File: src/rtl/mem_wb_pipe.sv
// MEM/WB pipeline register chain of DEPTH elastic stages with misalignment squash and flush.
// Optional input skid buffer enabled by defining MEM_WB_PIPE_SKID_BUF_EN.
module mem_wb_pipe #(
    parameter int DATA_W     = 32,
    parameter int PC_W       = 30,
    parameter int EXP_W      = 3,
    parameter int EXP_NONE   = 0,
    parameter int EXP_MISS   = 2,
    parameter int DEPTH      = 2,
    parameter int CTRL_OP_W  = 2,
    parameter int REG_ADDR_W = 5,
    parameter int CTRL_NOP   = 0
) (
    input  logic                  clk,
    input  logic                  reset,
    input  logic                  flush,
    input  logic                  miss_align,
    input  logic                  in_valid,
    output logic                  in_ready,
    input  logic [PC_W-1:0]       in_pc,
    input  logic [CTRL_OP_W-1:0]  in_ctrl_op,
    input  logic [REG_ADDR_W-1:0] in_dst_addr,
    input  logic                  in_gpr_we_,
    input  logic                  in_br_flag,
    input  logic [EXP_W-1:0]      in_exp_code,
    input  logic [DATA_W-1:0]     in_data,
    output logic                  out_valid,
    input  logic                  out_ready,
    output logic [PC_W-1:0]       out_pc,
    output logic [CTRL_OP_W-1:0]  out_ctrl_op,
    output logic [REG_ADDR_W-1:0] out_dst_addr,
    output logic                  out_gpr_we_,
    output logic                  out_br_flag,
    output logic [EXP_W-1:0]      out_exp_code,
    output logic [DATA_W-1:0]     out_data,
    output logic [2:0]            occupancy
);

    // Handshake: a beat moves on a rising edge where valid and ready are both high;
    // valid never waits on ready, and an offered beat holds until it moves.

    typedef struct packed {
        logic [PC_W-1:0]       pc;
        logic [CTRL_OP_W-1:0]  ctrl_op;
        logic [REG_ADDR_W-1:0] dst_addr;
        logic                  gpr_we_;
        logic                  br_flag;
        logic [EXP_W-1:0]      exp_code;
        logic [DATA_W-1:0]     data;
    } beat_t;

    localparam beat_t RST_BEAT = '{
        pc:       '0,
        ctrl_op:  CTRL_OP_W'(CTRL_NOP),
        dst_addr: '0,
        gpr_we_:  1'b1,
        br_flag:  1'b0,
        exp_code: EXP_W'(EXP_NONE),
        data:     '0
    };

    beat_t            stg_q [DEPTH];
    logic [DEPTH-1:0] vld_q;
    logic [DEPTH-1:0] ld;
    beat_t            in_beat;
    beat_t            src;
    logic             src_vld;
    logic             accept;
    logic [2:0]       skid_cnt;

    // A stage loads when it is empty or its occupant moves on; walk from the output back.
    always_comb begin : ld_chain
        logic carry;
        carry = out_ready;
        ld    = '0;
        for (int k = DEPTH - 1; k >= 0; k--) begin
            ld[k] = !vld_q[k] || carry;
            carry = ld[k];
        end
    end

    always_comb begin
        in_beat = '{
            pc:       in_pc,
            ctrl_op:  in_ctrl_op,
            dst_addr: in_dst_addr,
            gpr_we_:  in_gpr_we_,
            br_flag:  in_br_flag,
            exp_code: in_exp_code,
            data:     in_data
        };
        if (miss_align) begin
            in_beat.ctrl_op  = CTRL_OP_W'(CTRL_NOP);
            in_beat.dst_addr = '0;
            in_beat.gpr_we_  = 1'b1;
            in_beat.exp_code = EXP_W'(EXP_MISS);
            in_beat.data     = '0;
        end
    end

`ifdef MEM_WB_PIPE_SKID_BUF_EN
    beat_t skid_q;
    logic  skid_vld_q;

    // Skid only fills when every stage is full and stalled, so ready is just "skid empty".
    assign in_ready = !skid_vld_q;
    assign accept   = in_valid && in_ready && !flush;
    assign src_vld  = skid_vld_q || accept;
    assign src      = skid_vld_q ? skid_q : in_beat;
    assign skid_cnt = 3'(skid_vld_q);

    always_ff @(posedge clk or negedge reset) begin
        if (!reset) begin
            skid_vld_q <= 1'b0;
            skid_q     <= RST_BEAT;
        end else if (flush || (skid_vld_q && ld[0])) begin
            skid_vld_q <= 1'b0;
            skid_q     <= RST_BEAT;
        end else if (accept && !ld[0]) begin
            skid_vld_q <= 1'b1;
            skid_q     <= in_beat;
        end
    end
`else
    assign in_ready = ld[0] && !flush;
    assign accept   = in_valid && in_ready;
    assign src_vld  = accept;
    assign src      = in_beat;
    assign skid_cnt = 3'd0;
`endif

    // Empty stages always carry RST_BEAT so the output bus idles at reset values.
    always_ff @(posedge clk or negedge reset) begin
        if (!reset) begin
            vld_q <= '0;
            for (int k = 0; k < DEPTH; k++) stg_q[k] <= RST_BEAT;
        end else if (flush) begin
            vld_q <= '0;
            for (int k = 0; k < DEPTH; k++) stg_q[k] <= RST_BEAT;
        end else begin
            if (ld[0]) begin
                vld_q[0] <= src_vld;
                stg_q[0] <= src_vld ? src : RST_BEAT;
            end
            for (int k = 1; k < DEPTH; k++) begin
                if (ld[k]) begin
                    vld_q[k] <= vld_q[k-1];
                    stg_q[k] <= stg_q[k-1];
                end
            end
        end
    end

    always_comb begin
        occupancy = skid_cnt;
        for (int k = 0; k < DEPTH; k++) occupancy = occupancy + 3'(vld_q[k]);
    end

    assign out_valid    = vld_q[DEPTH-1];
    assign out_pc       = stg_q[DEPTH-1].pc;
    assign out_ctrl_op  = stg_q[DEPTH-1].ctrl_op;
    assign out_dst_addr = stg_q[DEPTH-1].dst_addr;
    assign out_gpr_we_  = stg_q[DEPTH-1].gpr_we_;
    assign out_br_flag  = stg_q[DEPTH-1].br_flag;
    assign out_exp_code = stg_q[DEPTH-1].exp_code;
    assign out_data     = stg_q[DEPTH-1].data;

endmodule

File: config.mk
export PLATFORM = sky130hd
export DESIGN_NAME = mem_wb_pipe
export DESIGN_NICKNAME = d
export VERILOG_FILES = /design/src/rtl/mem_wb_pipe.sv
export SDC_FILE = /design/constraint.sdc
export NUM_CORES = 1
export LEC_CHECK = 0
export BUFFER_PORTS_ARGS = -buffer_cell sky130_fd_sc_hd__buf_2
export CORE_UTILIZATION = 53
export CTS_CLUSTER_SIZE = 14
export DETAILED_ROUTE_END_ITERATION = 16
export PLACE_DENSITY = 0.8
export SYNTH_ARGS = -nofsm -noshare
export SYNTH_HDL_FRONTEND = slang
export SYNTH_SLANG_ARGS = --single-unit
File: constraint.sdc
create_clock -name clk -period 1.69 [get_ports clk]
set_clock_uncertainty 0.05 [all_clocks]
set_input_delay 0.338 -clock clk [delete_from_list [all_inputs] [get_ports clk]]
set_output_delay 0.338 -clock clk [all_outputs]
set_load 0.02 [all_outputs]
==> impl_results.md <==
- Final period util: 102%
- Max clock buf depth: 2
- DR top layer: met4
- Cell count of the worst hold path: 3
- Share of layout cells above drive strength 1: 31.5%
- Clock-pin slew on the worst setup and hold paths: roughly 0.060 ns
- Multi-input combinational cell area: 1750 um2
- Register area: between 3000 and 4000 um2
- Reg-to-Reg End: stg_q[76]
- # fillers: 885
- Setup WS post-layout: -0.0346 ns
- Number of nets still failing antenna checks after routing: 0
- Post-synthesis cell count: between 500 and 600
- Register share of total power: 45.6%
- Unrepaired setup endpoints after global routing: yes
- Core Region: 11500 um2
- Cell internal pwr: 6.40 mW
- Kind of critical path: register to output pin
- Non-filler cells, final: 829
- Vias in the first global route: 4474
- Met3 wire len: between 900 and 1000 um
- Final nets: 755
- Top cell type's share of synthesized area: 59.1%
- Sw Ratio: approximately 22%
- Hold Path Class: input pin to register
- I/O pin total: 159
- Vias per cell: 5.42
- Antenna Cells: 0
- Inst Count DP: 795
- Status: finished, violations left
- Achievable Freq: 0.580 GHz
- Sequential area share after synthesis: 59.9%
- Buffers on Ports: 157
- Starting Density: 54.7%
- Post-route cell area: approximately 7300 um2
- Leading area contributor after synthesis: dfrtp_1
- Hold_ws: about 0.077 ns
- Worst-skew pair later-pin latency: roughly 0.42 ns
- RR Startpoint: vld_q[0]
- Psw: approximately 1.8 mW
- Failing checks: negative setup slack
- Post-route DRC violation count: 0
- DRT Pass-1 Iters: 5
- Avg WL per Cell: approximately 17 um
- PD cells: 1120 nW/um2
- Number of max-slew violations in the final report: 0
- Global-route wire length before repair: about 23000 um
- CP Cell Sequence: ha_1 > buf_2
- Worst EP required: around 1.3 ns
- Metal-1 WL: 5970 um
- Vias: 4491
- CTS Root Cell: clkbuf_16
- Row count: 39
- Worst-path fanout max: 4
- H-tree depth: 4
- Initial antenna violation count: 0
- GR Util All Layers: 24.0%
- CP max stage cell: dfrtp_2
- Full die area: 12300 um2
- Dpl hpwl: 8960 um
- Max-cap viol count: 0
- Die width: 111 um
- Synth area leaders: dfrtp_1 (59%), nand2_1 (9.4%), a22o_1 (8.9%)
- Combinational Power Share: 6.7%
- Clock power frac: 47.6%
- Area Overhead vs Synth: 16.9%
- Leakage power: 3.71 nW
- Cell count of the worst reg-to-reg path: 4
- Synth Net Count: just under 700
- Met2 wire len: around 6700 um
- CP endpoint kind: output pin
- Initial DRC Count: 332
- Syn Area/Cell: 10.6 um2
- Minimum clock period: 1.72 ns
- Grt ovf: 0
- Worst Hold Path EP: stg_q[110]
- Final hold violation count: 0
- Hold_sp: in_gpr_we_
- Slowest stage delay, CP: 0.43 ns
- Ys Warns: 0
- Syn Std Cell Area: between 6000 and 7000 um2
- GP Congestion: 0.754
- CTS tree: yes
- Flops & latches, synth: 150
- Worst VDD drop: 1.11 mV
- Setup-failing EPs final: 2
- Largest net degree at the start of global routing: 47
- Die height: 111 um
- Clock net sink count: 150
- WL final: 13900 um
- Crit start category: register
- Total CTS buffers: 17
- Synth cell types: 25
- Dpl cell area: ~6700 um2
- CP arrival: 1.34 ns
- Worst reg2reg setup slack: 0.11 ns
==> routing by layer <==
layer  GRT usage, %  vias up
li1               -     2081
met1           31.4     2199
met2           37.7      186
met3           7.55       25
met4           8.80        0
met5              0        -
==> cell type report <==
| type | instances | area share, % |
|---|---|---|
| Tap cell | 143 | 2.44 |
| Timing Repair Buffer | 175 | 14.0 |
| Sequential cell | 150 | 51.3 |
| Multi-Input combinational cell | 329 | 23.8 |
| Inverter | 1 | 0.0512 |
| Clock buffer | 18 | 5.99 |
| Clock inverter | 13 | 2.48 |
==> flip-flops by register name (all words and copies together) (netlist names) <==
signal,count
out_br_flag,1
out_ctrl_op,2
out_data,32
out_dst_addr,5
out_exp_code,3
out_gpr_we_,1
out_pc,30
stg_q,74
vld_q,2
==> repair_timing <==
item	CTS	global route
hold endpoints to repair	41	0
setup endpoints to repair	2	2
setup buffers	2	0
resized for setup	4	1
pin swaps	0	1
hold buffers	1	0
==> power by group through the flow <==
stage	logic [mW]	registers [mW]	clock network [mW]
final	0.555	3.75	3.91
after global routing	0.612	3.76	4.13
after CTS	0.561	3.75	3.98
after detailed placement	0.547	3.81	0
after global placement	0.533	3.81	0
after floorplan	0.316	3.80	0
==> stage by stage <==
stage,setup TNS [ns],power (mW),utilization [%],setup slack (ns)
after floorplan,0,4.12,-,0.130
after global placement,0,4.34,58.2,0.188
after detailed placement,0,4.36,58.2,0.125
after CTS,-0.0741,8.29,63.9,-0.0444
after global routing,-0.110,8.50,63.9,-0.0584
final,-0.0582,8.22,63.9,-0.0346
==> cell usage in the layout (no fill, tap or decap) <==
cell type,netlist,routed
nand2_1,157,157
buf_2,17,155
dfrtp_1,148,147
a21oi_1,82,82
a22o_1,64,64
clkbuf_16,0,17
buf_4,73,10
nand3_1,8,8
buf_12,0,7
clkinv_2,0,4
bufinv_16,0,4
nor2_1,4,3
clkinv_4,0,3
nand3b_1,2,2
clkinvlp_4,0,2
buf_6,7,2
dfstp_2,2,2
and3b_4,1,1
nor2_4,0,1
and4bb_2,1,1
nand2b_1,2,1
nor3_4,1,1
o31ai_1,1,1
and2b_2,0,1
nand2b_2,0,1
nor2_2,1,1
inv_1,1,1
nor2b_1,1,1
or2_2,1,1
ha_1,1,1
conb_1,1,1
clkbuf_8,0,1
dlygate4sd3_1,0,1
dfrtp_2,0,1
==> cells by family (layout without fill, tap and decap cells) <==
family | Yosys count | in the layout | share of synthesized area, %
DFF | 150 | 150 | 59.9
buffers and inverters | 114 | 207 | 12.4
other | 1 | 1 | 0.0598
adders and majority gates | 1 | 1 | 0.200
and+or+nand+nor | 180 | 180 | 11.8
AOI/OAI and AO/OA | 147 | 147 | 15.6
==> how the worst max path moves through the flow <==
stage	from	end	slack, ns	depth (start not counted)
finish	vld_q[1]	occupancy[0]	-0.03	2
global route	vld_q[1]	occupancy[0]	-0.06	2
CTS	vld_q[1]	occupancy[0]	-0.04	2
detailed placement	flush	stg_q[144]	0.13	4
global placement	flush	stg_q[87]	0.19	4
floorplan	vld_q[1]	in_ready	0.13	3
==> synth_stat cells, drive strengths merged <==
library cell    n
nand2         157
dfrtp         148
buf            97
a21oi          82
a22o           64
clkbuf         16
nand3           8
nor2            5
dfstp           2
nand2b          2
nand3b          2
and2b           1
and3b           1
and4bb          1
conb            1
ha              1
inv             1
nor2b           1
nor3            1
o31ai           1
or2             1
==> critical path: cells and delay by family, from the launching register on <==
family / cells / cell delay (ns)
fa+ha+maj: 1 / 0.32
flops: 1 / 0.43
buf+inv: 1 / 0.17
No activity file was read; power rests on OpenSTA's default activity.
